==> config.mk <==
export PLATFORM = sky130hd
export DESIGN_NAME = fft_sequencer
export DESIGN_NICKNAME = d
export VERILOG_FILES = /design/src/rtl/fft_sequencer.sv
export SDC_FILE = /design/constraint.sdc
export NUM_CORES = 1
export LEC_CHECK = 0
export ABC_AREA = 1
export BUFFER_PORTS_ARGS = -buffer_cell sky130_fd_sc_hd__buf_2
export CAP_MARGIN = 20
export CORE_MARGIN = 2
export CORE_UTILIZATION = 35
export DETAILED_ROUTE_END_ITERATION = 7
export HOLD_SLACK_MARGIN = 0.02
export PLACE_DENSITY_LB_ADDON = 0.25
export SETUP_SLACK_MARGIN = 0.02
export SLEW_MARGIN = 5
export SYNTH_ARGS = -nofsm -noshare
export SYNTH_HDL_FRONTEND = slang
export SYNTH_SLANG_ARGS = --single-unit
==> constraint.sdc <==
create_clock -name clk -period 2.9 [get_ports clk]
set_clock_uncertainty 0.15 [all_clocks]
set_input_delay 0.145 -clock clk [delete_from_list [all_inputs] [get_ports clk]]
set_output_delay 0.145 -clock clk [all_outputs]
set_load 0.1 [all_outputs]
==> src/rtl/fft_sequencer.sv <==
// Control sequencer for an in-place radix-2 DIT FFT: walks stages and butterflies,
// moves operands RAM -> butterfly -> RAM, and aborts if the butterfly never answers.
module fft_sequencer #(
  parameter int LOG2N   = 3,
  parameter int TIMEOUT = 255
) (
  input  logic             clk,
  input  logic             rst,
  input  logic             go,
  output logic             busy,
  output logic             done,
  output logic             err,
  output logic             rd_en,
  output logic [LOG2N-1:0] rd_addr_a,
  output logic [LOG2N-1:0] rd_addr_b,
  input  logic [63:0]      rd_data_a,
  input  logic [63:0]      rd_data_b,
  output logic             wr_en,
  output logic [LOG2N-1:0] wr_addr,
  output logic [63:0]      wr_data,
  output logic [31:0]      r1,
  output logic [31:0]      i1,
  output logic [31:0]      r2,
  output logic [31:0]      i2,
  output logic [6:0]       r,
  output logic             start,
  input  logic             ready,
  input  logic             valid,
  input  logic [31:0]      newr1,
  input  logic [31:0]      newi1,
  input  logic [31:0]      newr2,
  input  logic [31:0]      newi2
);

  localparam logic [LOG2N-1:0] K_LAST = LOG2N'((1 << (LOG2N - 1)) - 1);
  localparam logic [3:0]       S_LAST = 4'(LOG2N - 1);
  localparam logic [7:0]       TMO_LAST = 8'(TIMEOUT - 1);

  typedef enum logic [2:0] {IDLE, READ, WAIT_RD, START, WAIT_BF, WR_A, WR_B, DONE} state_t;

  state_t           state;
  logic [3:0]       stage;
  logic [LOG2N-1:0] k;
  logic [7:0]       tmo_cnt;
  logic [31:0]      res_r2;
  logic [31:0]      res_i2;
  logic [3:0]       stage_next;
  logic [LOG2N-1:0] k_next;
  logic             last_bfly;

  function automatic logic [LOG2N-1:0] low_mask(input logic [3:0] s);
    return (LOG2N'(1) << s) - LOG2N'(1);
  endfunction

  function automatic logic [LOG2N-1:0] addr_top(input logic [3:0] s, input logic [LOG2N-1:0] kk);
    return ((kk >> s) << (s + 4'd1)) | (kk & low_mask(s));
  endfunction

  function automatic logic [LOG2N-1:0] addr_bot(input logic [3:0] s, input logic [LOG2N-1:0] kk);
    return addr_top(s, kk) | (LOG2N'(1) << s);
  endfunction

  function automatic logic [6:0] twiddle(input logic [3:0] s, input logic [LOG2N-1:0] kk);
    return 7'(kk & low_mask(s)) << (S_LAST - s);
  endfunction

  always_comb begin
    k_next     = k + LOG2N'(1);
    stage_next = stage;
    if (k == K_LAST) begin
      k_next     = '0;
      stage_next = stage + 4'd1;
    end
    last_bfly = (k == K_LAST) && (stage == S_LAST);
  end

  always_ff @(posedge clk) begin
    if (rst) begin
      state     <= IDLE;
      stage     <= '0;
      k         <= '0;
      tmo_cnt   <= '0;
      res_r2    <= '0;
      res_i2    <= '0;
      busy      <= 1'b0;
      done      <= 1'b0;
      err       <= 1'b0;
      rd_en     <= 1'b0;
      rd_addr_a <= '0;
      rd_addr_b <= '0;
      wr_en     <= 1'b0;
      wr_addr   <= '0;
      wr_data   <= '0;
      r1        <= '0;
      i1        <= '0;
      r2        <= '0;
      i2        <= '0;
      r         <= '0;
      start     <= 1'b0;
    end else begin
      done  <= 1'b0;
      rd_en <= 1'b0;
      wr_en <= 1'b0;
      start <= 1'b0;
      case (state)
        IDLE: begin
          if (go) begin
            err       <= 1'b0;
            busy      <= 1'b1;
            stage     <= '0;
            k         <= '0;
            rd_en     <= 1'b1;
            rd_addr_a <= addr_top(4'd0, '0);
            rd_addr_b <= addr_bot(4'd0, '0);
            state     <= READ;
          end
        end
        READ: state <= WAIT_RD;
        WAIT_RD: begin
          r1    <= rd_data_a[63:32];
          i1    <= rd_data_a[31:0];
          r2    <= rd_data_b[63:32];
          i2    <= rd_data_b[31:0];
          state <= START;
          if (ready) begin
            start <= 1'b1;
            r     <= twiddle(stage, k);
          end
        end
        // start is raised for exactly the one START cycle in which the pulse is visible
        START: begin
          if (start) begin
            tmo_cnt <= '0;
            state   <= WAIT_BF;
          end else if (ready) begin
            start <= 1'b1;
            r     <= twiddle(stage, k);
          end
        end
        WAIT_BF: begin
          if (valid) begin
            wr_en   <= 1'b1;
            wr_addr <= addr_top(stage, k);
            wr_data <= {newr1, newi1};
            res_r2  <= newr2;
            res_i2  <= newi2;
            state   <= WR_A;
          end else if (tmo_cnt == TMO_LAST) begin
            err   <= 1'b1;
            busy  <= 1'b0;
            state <= IDLE;
          end else begin
            tmo_cnt <= tmo_cnt + 8'd1;
          end
        end
        WR_A: begin
          wr_en   <= 1'b1;
          wr_addr <= addr_bot(stage, k);
          wr_data <= {res_r2, res_i2};
          state   <= WR_B;
        end
        WR_B: begin
          if (last_bfly) begin
            done  <= 1'b1;
            state <= DONE;
          end else begin
            stage     <= stage_next;
            k         <= k_next;
            rd_en     <= 1'b1;
            rd_addr_a <= addr_top(stage_next, k_next);
            rd_addr_b <= addr_bot(stage_next, k_next);
            state     <= READ;
          end
        end
        DONE: begin
          busy  <= 1'b0;
          state <= IDLE;
        end
        default: state <= IDLE;
      endcase
    end
  end

endmodule

==> results.json <==
{
  "criticalPathCategory": "reg -> reg",
  "synthCells": 1540,
  "fin_setup_tns_ns": 0,
  "io_pins": 475,
  "cellInternalPower_mw": 8.34,
  "htree_levels": 2,
  "hp-class": "in -> reg",
  "port_buffers": 474,
  "post_drt_via_cell_ratio": 4.88,
  "critPathMaxFanout": 7,
  "combPwrFrac_pct": 33.9,
  "critPathMostFrequentCell": "ha_1",
  "crit_required_ns": 3.19,
  "dr_total_vias": 13100,
  "numCtsBuffers": 34,
  "slowest_stage": "dfxtp_1",
  "fin_util_pct": 55.6,
  "status": "finished, final reports clean",
  "place.gp.congestion": 0.821,
  "layout_common_cells": "buf_2, nand2_1, nor2_1, dfxtp_1, dlygate4sd3_1",
  "overflow": 0,
  "clockPowerShare_pct": 32.9,
  "grt_usage_pct": 22.9,
  "max-cap-violations": 0,
  "ys_seq_area_share_pct": 51.0,
  "finalPower_mw": 14.0,
  "drc_errors": 0,
  "cts.sinks": 296,
  "met1_length_um": 16600,
  "firstDrtPassIters": 7,
  "hold_viol_final": 0,
  "ant_nets": 0,
  "wl_met3_um": 3550,
  "crit_chain": "ha_1 -> inv_2 -> nor2_4 -> nand3_4 -> nand2_4 -> nand4_1 -> nor2_1 -> inv_1 -> ha_1 -> or2_2 -> nand2_1 -> nand2_2 -> a21oi_2",
  "cts_root_buf": "clkbuf_16",
  "slew_viol_final": 0,
  "cts.clk_slew.worst_paths_ns": 0.06,
  "p_per_area_nw_per_um2": 775,
  "cts_tree": "yes",
  "worstSkewPairLatency_ns": 0.50,
  "crit_path_start_kind": "flop",
  "final_net_count": 2491,
  "seqPwrFrac_pct": 33.2,
  "drtIter0Drc": 677,
  "hpwl_um": 26800,
  "synth.distinct_cells": 46,
  "rsz0062_at_grt": "no",
  "multiInputGateArea_um2": 4960,
  "wirelength_um": 42800,
  "cpPeakStageDelay_ns": 0.44,
  "num_rows": 66,
  "regArea_um2": 5930,
  "synth_nets": 1809,
  "vdd_ir_drop_max_mv": 0.493,
  "min_period_ns": 2.59,
  "syn_area_per_cell_um2": 7.54,
  "maxSlewHeadroom_pct": 50.9,
  "synth_area_um2": 11600,
  "leakage_nw": 8.48,
  "final_common_cell": "buf_2",
  "grt_max_degree": 129,
  "swShare_pct": 40.6,
  "finalSetupViolations": 0,
  "die_x_um": 186,
  "initial_utilization_pct": 35.6,
  "grt_pass1_wl_um": 64000,
  "power_switching_mw": 5.71,
  "synth_warnings": 0,
  "nFillCells": 2915,
  "cts_setup_buffers": 0,
  "routed-wl-met2_um": 21000,
  "ctsLongestPathBuffers": 3,
  "die_h_um": 186,
  "fin_crit_sh_pct": 89.5,
  "cp-end-kind": "flop",
  "die_area_um2": 34700,
  "highest_layer": "met4",
  "tightest_slew_ns": 0.737,
  "ys_ff_latch": 296,
  "timing.fmax_ghz": 0.385,
  "grt_pass1_vias": 12600,
  "worst-endpoint-arrival_ns": 2.88,
  "detail_route.wl_per_cell_um": 15.9,
  "drive_above_1_share_pct": 26.2,
  "fp.coreArea_um2": 32600,
  "area_growth_pct": 56.0,
  "antenna_found_initial": 2
}
==> worst max-delay path: cells and delay by family (launching register included) <==
family          cells  cell delay, ns
fa+ha+maj           2            0.60
compound gates      1            0.11
buf+inv             2            0.17
simple gates        8            1.07
flops               1            0.44
==> synth_stat cells (all sizes together) <==
| library cell | instances | area (um2) |
|---|---|---|
| nor3 | 4 | 30.0 |
| dfxtp | 296 | 5930 |
| nand4 | 10 | 62.6 |
| dlymetal6s4s | 1 | 12.5 |
| a31oi | 66 | 413 |
| a22o | 1 | 8.76 |
| a21oi | 93 | 473 |
| o21bai | 1 | 7.51 |
| o2111ai | 2 | 17.5 |
| ha | 8 | 100 |
| o211ai | 4 | 35.0 |
| a221oi | 1 | 8.76 |
| o31ai | 2 | 15.0 |
| nor3b | 1 | 7.51 |
| clkinv | 1 | 3.75 |
| a211oi | 4 | 30.0 |
| or2 | 2 | 12.5 |
| a22oi | 2 | 15.0 |
| xor2 | 2 | 17.5 |
| o221ai | 1 | 8.76 |
| mux2i | 1 | 10.0 |
| o21ai | 211 | 1060 |
| nand2 | 333 | 1290 |
| clkbuf | 56 | 240 |
| inv | 60 | 228 |
| nand3 | 20 | 113 |
| nor2 | 307 | 1210 |
| buf | 49 | 259 |
| nand3b | 1 | 7.51 |
==> routing by layer <==
layer | track usage (%) | up-vias
met1 | 25.4 | 6046
li1 | - | 6427
met4 | 10.4 | 0
met3 | 6.13 | 119
met2 | 41.1 | 552
met5 | 0 | -
==> repair_timing <==
item / 4_1_cts / 5_1_grt
hold buffers: 260 / 0
resized for setup: 0 / 0
endpoints found under the hold margin: 264 / 0
==> cell families after synthesis <==
| kind of cell | after synthesis | share of synthesized area, % |
|---|---|---|
| muxes | 1 | 0.0862 |
| xor gates and xnor gates | 2 | 0.151 |
| and+or+nand+nor | 678 | 23.5 |
| AOI/OAI and AO/OA | 388 | 18.0 |
| DFF | 296 | 51.0 |
| adders and majority gates | 8 | 0.862 |
| buffers and inverters | 167 | 6.40 |
==> registers in the layout (all words and copies together) (netlist names), 4 cells and up <==
signal   count
stage        4
wr_data     64
i1          32
r1          32
i2          32
tmo_cnt      8
res_i2      32
res_r2      32
r2          32
r            7
==> layout make-up <==
class	instances	share of cell area [%]
multi-input cells	1077	27.4
clock buffers	53	5.94
well taps	442	3.05
repair buffers	752	28.7
inverters	61	1.31
diodes	6	0.0829
clock inverters	9	0.822
flip-flops and latches	296	32.7
==> power by group through the flow <==
stage	Clock [mW]	Sequential (mW)	Combinational, mW
2_1_floorplan	0	7.36	0.932
3_3_place_gp	0	4.72	4.43
3_5_place_dp	0	4.74	4.44
4_1_cts	4.71	4.65	4.72
5_1_grt	4.88	4.71	5.00
6_report	4.62	4.66	4.76
==> path summary, 6_finish.rpt <==
| kind | slack, ns | endpoint | from | cells after the start |
|---|---|---|---|---|
| worst max-delay path | 0.31 | rd_addr_b[1]$_SDFFE_PP0P_ | k[0]$_SDFFE_PP0P_ | 13 |
| worst min-delay path | 0.05 | start$_SDFF_PP0_ | ready | 3 |
| worst max register to register | 0.31 | rd_addr_b[1]$_SDFFE_PP0P_ | k[0]$_SDFFE_PP0P_ | 13 |
| worst min register to register | 0.31 | res_r2[13]$_SDFFE_PP0P_ | res_r2[13]$_SDFFE_PP0P_ | 2 |
==> stage by stage <==
| stage | hold slack, ns | setup slack [ns] | instance area, um2 | cells |
|---|---|---|---|---|
| 2_1_floorplan | 0.130 | 0.211 | 11600 | 1540 |
| 3_3_place_gp | 0.217 | 0.334 | 14300 | 2367 |
| 3_5_place_dp | 0.224 | 0.303 | 14300 | 2367 |
| 4_1_cts | 0.0474 | 0.287 | 18100 | 2689 |
| 5_1_grt | 0.106 | 0.123 | 18100 | 2692 |
| 6_report | 0.0491 | 0.306 | 18100 | 2696 |
(Power assumes the default switching activity.)
